===== config.mk =====
export PLATFORM = sky130hd
export DESIGN_NAME = staged_enable_sequencer
export DESIGN_NICKNAME = d
export VERILOG_FILES = /design/src/rtl/staged_enable_sequencer.sv
export SDC_FILE = /design/constraint.sdc
export NUM_CORES = 1
export LEC_CHECK = 0
export CAP_MARGIN = 0
export CORE_ASPECT_RATIO = 0.75
export CORE_UTILIZATION = 60
export CTS_CLUSTER_DIAMETER = 120
export DETAILED_ROUTE_END_ITERATION = 10
export HOLD_SLACK_MARGIN = 0.08
export PLACE_DENSITY_LB_ADDON = 0.25
export SKIP_CTS_REPAIR_TIMING = 1
export SLEW_MARGIN = 20
export SYNTH_ARGS = -nofsm -noshare
export SYNTH_HDL_FRONTEND = slang
export SYNTH_SLANG_ARGS = --single-unit

===== constraint.sdc =====
create_clock -name clk40 -period 4 [get_ports clk40]
set_clock_uncertainty 0.15 [all_clocks]
set_input_delay 0.4 -clock clk40 [delete_from_list [all_inputs] [get_ports clk40]]
set_output_delay 0.4 -clock clk40 [all_outputs]
set_load 0.02 [all_outputs]

===== src/rtl/staged_enable_sequencer.sv =====
// Power-up sequencer: raises per-stage enables in order with settle delays and
// ready handshakes, watches for timeout / ready loss, and drains in reverse on restart.
module staged_enable_sequencer #(
  parameter int NUM_STAGES  = 4,
  parameter int DELAY       = 62,
  parameter int TIMEOUT     = 1000,
  parameter int DRAIN_DELAY = 8
) (
  input  logic                          clk40,
  input  logic                          rst,
  input  logic                          restart_req,
  input  logic [NUM_STAGES-1:0]         stage_ready,
  output logic [NUM_STAGES-1:0]         stage_en,
  output logic                          seq_done,
  output logic                          fault,
  output logic [$clog2(NUM_STAGES)-1:0] fault_stage
);

  localparam int MAX_DT  = (DELAY > TIMEOUT) ? DELAY : TIMEOUT;
  localparam int CNT_MAX = (MAX_DT > DRAIN_DELAY) ? MAX_DT : DRAIN_DELAY;
  localparam int CNT_W   = $clog2(CNT_MAX + 1);
  localparam int IDX_W   = $clog2(NUM_STAGES);

  localparam logic [CNT_W-1:0] DELAY_LAST   = CNT_W'(DELAY - 1);
  localparam logic [CNT_W-1:0] TIMEOUT_LAST = CNT_W'(TIMEOUT - 1);
  localparam logic [CNT_W-1:0] DRAIN_LAST   = CNT_W'(DRAIN_DELAY - 1);
  localparam logic [IDX_W-1:0] IDX_LAST     = IDX_W'(NUM_STAGES - 1);

  typedef enum logic [2:0] {
    S_DELAY,
    S_WAIT_READY,
    S_RUN,
    S_FAULT,
    S_SHUTDOWN
  } state_t;

  state_t                  r_state,  w_state_nxt;
  logic [CNT_W-1:0]        r_cnt,    w_cnt_nxt;
  logic [IDX_W-1:0]        r_idx,    w_idx_nxt;
  logic [NUM_STAGES-1:0]   r_en,     w_en_nxt;
  logic                    r_done,   w_done_nxt;
  logic                    r_fault,  w_fault_nxt;
  logic [IDX_W-1:0]        r_fstage, w_fstage_nxt;

  logic [NUM_STAGES-1:0]   w_loss;
  logic [IDX_W-1:0]        w_loss_idx;
  logic [NUM_STAGES-1:0]   w_en_drop;
  logic                    w_go_shut;
  logic                    w_go_fault;
  logic [IDX_W-1:0]        w_fault_idx;

  function automatic logic [NUM_STAGES-1:0] clear_highest(input logic [NUM_STAGES-1:0] v);
    logic seen;
    clear_highest = v;
    seen          = 1'b0;
    for (int i = NUM_STAGES - 1; i >= 0; i--) begin
      if (v[i] && !seen) begin
        clear_highest[i] = 1'b0;
        seen             = 1'b1;
      end
    end
  endfunction

  assign w_loss    = r_en & ~stage_ready;
  assign w_en_drop = clear_highest(r_en);

  // Lowest-index enabled stage that lost ready.
  always_comb begin
    w_loss_idx = '0;
    for (int i = NUM_STAGES - 1; i >= 0; i--) begin
      if (w_loss[i]) w_loss_idx = IDX_W'(i);
    end
  end

  // NOTE: every signal gets a default before the case so no path leaves it unassigned (no latches).
  always_comb begin
    w_state_nxt  = r_state;
    w_cnt_nxt    = r_cnt + CNT_W'(1);
    w_idx_nxt    = r_idx;
    w_en_nxt     = r_en;
    w_done_nxt   = r_done;
    w_fault_nxt  = r_fault;
    w_fstage_nxt = r_fstage;
    w_go_shut    = 1'b0;
    w_go_fault   = 1'b0;
    w_fault_idx  = r_idx;

    unique case (r_state)
      S_DELAY: begin
        if (restart_req) begin
          if (r_en != '0) begin
            w_go_shut = 1'b1;
          end else begin
            w_cnt_nxt = '0;
            w_idx_nxt = '0;
          end
        end else if (r_cnt == DELAY_LAST) begin
          w_en_nxt[r_idx] = 1'b1;
          w_state_nxt     = S_WAIT_READY;
          w_cnt_nxt       = '0;
        end
      end

      S_WAIT_READY: begin
        if (restart_req) begin
          if (r_en != '0) begin
            w_go_shut = 1'b1;
          end else begin
            w_cnt_nxt   = '0;
            w_idx_nxt   = '0;
            w_state_nxt = S_DELAY;
          end
        end else if (stage_ready[r_idx]) begin
          w_cnt_nxt = '0;
          if (r_idx == IDX_LAST) begin
            w_state_nxt = S_RUN;
            w_done_nxt  = 1'b1;
          end else begin
            w_idx_nxt   = r_idx + IDX_W'(1);
            w_state_nxt = S_DELAY;
          end
        end else if (r_cnt == TIMEOUT_LAST) begin
          w_go_fault  = 1'b1;
          w_fault_idx = r_idx;
        end
      end

      S_RUN: begin
        w_cnt_nxt = '0;
        if (w_loss != '0) begin
          w_go_fault  = 1'b1;
          w_fault_idx = w_loss_idx;
        end else if (restart_req) begin
          w_go_shut = 1'b1;
        end
      end

      S_FAULT: begin
        w_cnt_nxt = '0;
        if (restart_req) begin
          w_fault_nxt  = 1'b0;
          w_fstage_nxt = '0;
          w_idx_nxt    = '0;
          w_state_nxt  = S_DELAY;
        end
      end

      S_SHUTDOWN: begin
        if (r_cnt == DRAIN_LAST) begin
          w_en_nxt  = w_en_drop;
          w_cnt_nxt = '0;
          if (w_en_drop == '0) begin
            w_idx_nxt   = '0;
            w_state_nxt = S_DELAY;
          end
        end
      end

      default: begin
        w_state_nxt = S_DELAY;
        w_cnt_nxt   = '0;
      end
    endcase

    // Shutdown entry drops the top stage immediately; a lone stage 0 finishes the drain at once.
    if (w_go_shut) begin
      w_en_nxt   = w_en_drop;
      w_done_nxt = 1'b0;
      w_cnt_nxt  = '0;
      if (w_en_drop == '0) begin
        w_idx_nxt   = '0;
        w_state_nxt = S_DELAY;
      end else begin
        w_state_nxt = S_SHUTDOWN;
      end
    end

    if (w_go_fault) begin
      w_fault_nxt  = 1'b1;
      w_fstage_nxt = w_fault_idx;
      w_en_nxt     = '0;
      w_done_nxt   = 1'b0;
      w_cnt_nxt    = '0;
      w_state_nxt  = S_FAULT;
    end
  end

  // NOTE: sequential state uses non-blocking assignments so all registers update together.
  always_ff @(posedge clk40) begin
    if (rst) begin
      r_state  <= S_DELAY;
      r_cnt    <= '0;
      r_idx    <= '0;
      r_en     <= '0;
      r_done   <= 1'b0;
      r_fault  <= 1'b0;
      r_fstage <= '0;
    end else begin
      r_state  <= w_state_nxt;
      r_cnt    <= w_cnt_nxt;
      r_idx    <= w_idx_nxt;
      r_en     <= w_en_nxt;
      r_done   <= w_done_nxt;
      r_fault  <= w_fault_nxt;
      r_fstage <= w_fstage_nxt;
    end
  end

  assign stage_en    = r_en;
  assign seq_done    = r_done;
  assign fault       = r_fault;
  assign fault_stage = r_fstage;

endmodule


* Word level (Yosys, flattened, before mapping)
Cells that the tools add are included.
** Storage, ports and cells
- Register bits :: 23
- Input port bits :: 7
- Output and inout bits :: 8
- Logic and storage cells :: 136
** Operators by class
- Add/subtract/negate cells :: 2
- Order comparisons :: 2
- Equality and inequality tests :: 27
- Multiplexer cells :: 68
- Bitwise gates (word level) :: 4
- Reductions and logical operators :: 24
** Operator list (number)
- $mux 10 :: 6
- $mux 2 :: 21
- $mux 3 :: 11
- $pmux 10 s3 :: 1
- $ne 4x4->1 const B :: 7
- $mux 1 :: 19
- $ne 3x3->1 const B :: 6
- $reduce_and 8->1 :: 2
- $pmux 3 s5 :: 1
- $mux 4 :: 3
- $reduce_and 4->1 :: 3
- $add 10x1->10 const B :: 1
- $eq 10x10->1 const B :: 1
- $eq 10x3->1 const B :: 1
- $eq 10x6->1 const B :: 1
- $ne 5x5->1 const B :: 2
- $ne 2x2->1 const B :: 4
- $pmux 2 s4 :: 1
- $pmux 4 s2 :: 1
- $reduce_bool 4->1 :: 2
- $eq 3x2->1 const B :: 2
- $reduce_bool 2->1 :: 3
- $and 4x4->4 :: 1
- $logic_and 1x1->1 :: 4
- other kinds (19) :: 23

* Depth between registers and ports, before layout
- Depth in word-level cells :: 16
- Depth in mapped cells :: 7

* Least setup slack after synthesis
No wires, ideal clock.
- Kind :: flip-flop to flip-flop
- From :: reg r_en[3], in the netlist stage_en[3]
- To :: reg r_cnt[5]
- Arrival :: 1.831 ns
- Slack :: 1.919 ns
- Cell stages (with the launch flop) :: 8
- Clock period less this slack :: 2.081 ns
- Path through :: dfxtp_1 -> buf_4 -> nor2b_1 -> nor4_4 -> nor2_2 -> nor3_4 -> nand3_4 -> a2111oi_4
** On the way
- Cells in the longest elaborated chain, start to end :: 5
- Elaborated cells on any way between the ends :: 14
** RTL lines
- from (decl) :: line 40 : logic [NUM_STAGES-1:0] r_en, w_en_nxt;
- from (signal assigned) :: line 202 : r_en <= w_en_nxt;
- $and 4x4->4 / $reduce_bool 4->1 (equally long branches) :: line 64, 91, 106
- $reduce_bool 4->1 / $mux 1 (equally long branches) :: line 130, 91, 106
- $mux 1, on equally long branches :: line 130, 105
- $pmux 1 s2 :: line 88 : unique case (r_state)
- $reduce_or 3->1 (no line)
- to (signal assigned) :: line 200 : r_cnt <= w_cnt_nxt;
- to (decl) :: line 38 : logic [CNT_W-1:0] r_cnt, w_cnt_nxt;
Parallel ways exist; a longest one is shown, timed or not.
A chain may end at the register's enable or synchronous reset.

* Final worst setup path
- From :: reg r_state[1]
- To :: reg r_state[1]
** On the way
- Cells in the longest elaborated chain, start to end :: 5
- Elaborated cells on any way between the ends :: 20
** RTL lines
- from (decl) :: line 37 : state_t r_state, w_state_nxt;
- from (signal assigned) :: line 199 : r_state <= w_state_nxt;
- $eq 3x1->1 / $logic_not 3->1 (equally long branches) :: line 88
- $reduce_or 2->1 (no line)
- $pmux 1 s2 :: line 88
- $ne 5x5->1 (no line), or another cell as far along
- $reduce_and 8->1 (no line) / $mux 2 (equally long branches)
Parallel ways exist; a longest one is shown, timed or not.

==> run summary <==
antenna cells: 0
#FFs+latches synth: 23
initial antenna violation count: 0
Yosys warnings: 0
Top Metal Used: met4
clock buffer depth: 2
routability cong.: 0.985
Vias/cell: 6.43
crit end category: register
CTS Sinks: 23
FFs w/ async S/R, synth: 0
hold wc startpoint: r_cnt[0]
max_cap viols: 0
unrepaired setup endpoints after global routing: false
Netlist cell types: 53
Post-route DRC: 0
Final Hold Viols: 0
Slowest cell on crit path: dfxtp_1
Core Box Area: 2120 sq um
final cycle utilization of the critical path: 0.644
CTS clk-pin slew, worst paths: 0.14 ns
Tmin final: 2.57 ns
WL met1: 1630 um
final worst slack: 1.43 ns
area of the multi-input gates: 900 sq um
root buf cell: clkbuf_4
status: completed
Final nets: 188
post-synth net total: 176
HP Class: reg -> reg
crit-path max cell delay: 0.70 ns
vias in the first global route: 1143
pre-CTS setup slack: 1.29 ns
layout cells sized above 1: 0.112
Fill cells: 155
Max FO, Critical Path: 13
height of the die: 44.3 um
worst hold path depth: 1
Routed WL: 3640 um
cells after synthesis: 167
first-pass GRT wire length: 5980 um
Die Wd: 58.4 um
htree depth: 1
sequential-to-total area share from yosys stat: 0.321
max frequency: 0.388 GHz
hpwl dp: 2830 um
met2 wire len: 1560 um
Worst setup SP type: register
Leakage: 0.546 nW
endpoints failing setup: 0
reg2reg start: r_state[1]
worst-skew pair later-pin latency: 0.33 ns
Reg area: 460 sq um
Pwr Density: 233 nW/um^2
final-report max-slew violation count: 0
Starting Density: 0.676
met3 wire len: 429 um
Post-synth EDFFs: 0
synthesized area: 1430 sq um
crit path kind: reg -> reg
CTS tree: done
Die Area: 2590 sq um
critical path required time: 4.10 ns
largest net degree at the start of global routing: 15
worst path arrival time: 2.67 ns
global route overflow: 0
Setup TNS: 0 ns
reg2reg end: r_state[1]
synthesis-to-finish area growth: 11.7%
Worst-Margin Slew: 0.600 ns
peak supply drop: 0.219 mV
initial drt markers: 119
Top FF cell, synth: dfxtp_1
critical path cell sequence: nor3b_1 > a31oi_1 > a311oi_1 > nor3_1 > a211oi_1
I/O pin count: 15
Initial DRT Pass Iterations: 5
relative slew slack: 0.599
number of cells on the worst reg-to-reg path: 5
post-layout util: 0.755
WL/cell: 17.3 um
PortBufs: 14
Fin Hold WS: 0.362 ns
Post-DRT Antenna Nets: 0
post-route insts no fill: 210
r2r setup slk: 1.43 ns
gr usage total: 0.307
vias: 1351
Worst Hold Path EP: r_cnt[0]
Syn Area/Cell: 8.58 sq um
Num CTS Buffers: 3
Row Count: 14
placed cells: 206
[cell type report]
type | instances | area share
clock inverters | 1 | 0.00469
clock buffers | 3 | 0.0141
multi-input cells | 129 | 0.562
inverters | 8 | 0.0188
repair buffers | 14 | 0.0876
flip-flops and latches | 23 | 0.288
well taps | 32 | 0.0250
[Yosys cell counts (3+ instances only)]
cell     instances  area (sq um)
o31ai_1          3          22.5
a21oi_1         12          60.1
a31oi_1          3          18.8
xnor2_1          3          26.3
buf_2            4          20.0
nor2b_1          4          25.0
dfxtp_1         23           460
nand2_1         14          52.6
nor2_1          22          82.6
nor3_1           4          20.0
inv_1            8          30.0
o21ai_0          6          30.0
a211o_1          3          26.3
nand4_1          4          25.0
xor2_1           5          43.8
nand3_1          6          30.0
[state kept, by name, indices dropped and copies added, names as in the netlist]
register     flops
r_cnt           10
stage_en         4
r_state          3
fault_stage      2
r_idx            2
fault            1
seq_done         1
[worst max-delay path, delay by kind of cell (launching register included)]
family	cells	cell delay, ns
flops	1	0.70
simple gates	2	0.66
compound gates	3	0.98
[placed cells by master, fill, tap and decap left out, drive strengths merged, types with 2 or more instances in the layout]
cell | netlist | routed
a211o | 3 | 3
a21oi | 13 | 13
a2bb2oi | 2 | 2
a31oi | 3 | 3
and3 | 2 | 2
and4b | 2 | 2
clkbuf | 1 | 3
clkdlybuf4s50 | 0 | 14
dfxtp | 23 | 23
ha | 2 | 2
inv | 8 | 8
nand2 | 14 | 14
nand3 | 7 | 7
nand4 | 4 | 4
nand4b | 2 | 2
nor2 | 24 | 24
nor2b | 4 | 4
nor3 | 7 | 7
nor4 | 3 | 3
o21ai | 6 | 6
o31ai | 3 | 3
xnor2 | 3 | 3
xor2 | 5 | 5
[worst max-delay path by stage]
stage / startpoint / end / slack [ns] / depth (start not counted)
floorplan: stage_en[3] / r_cnt[5] / 1.92 / 7
global placement: restart_req / r_cnt[5] / 1.40 / 7
detailed placement: restart_req / r_cnt[5] / 1.29 / 7
CTS: r_state[1] / r_state[1] / 1.52 / 5
global route: r_state[1] / r_state[1] / 1.31 / 5
finish: r_state[1] / r_state[1] / 1.43 / 5
[cell families (layout without fill, tap and decap cells)]
family	Yosys count	count (layout)	synth area share
adders and majority gates	2	2	0.0175
buffers and inverters	15	26	0.0507
muxes	3	3	0.0306
DFF	23	23	0.321
and+or+nand+nor	77	77	0.330
xor gates and xnor gates	8	8	0.0489
AOI/OAI and AO/OA	39	39	0.201
[per-stage QoR]
stage | area, sq um | total power [mW]
finish | 1600 | 0.372
global route | 1600 | 0.383
CTS | 1600 | 0.372
detailed placement | 1570 | 0.260
global placement | 1570 | 0.259
floorplan | 1430 | 0.250
[power breakdown]
| group | internal, mW | switching, mW | total (mW) |
|---|---|---|---|
| clock | 0.0383 | 0.0781 | 0.116 |
| combinational | 0.0110 | 0.0133 | 0.0244 |
| sequential | 0.230 | 0.00140 | 0.232 |
| total | 0.279 | 0.0928 | 0.372 |
[per-layer routing]
layer  vias to the layer above  GRT usage
met4                         0     0.0429
met2                        99      0.444
met3                         4     0.0994
met1                       618      0.457
li1                        630          -
met5                         -          0
Note: power is estimated with default switching activity, not from simulation.
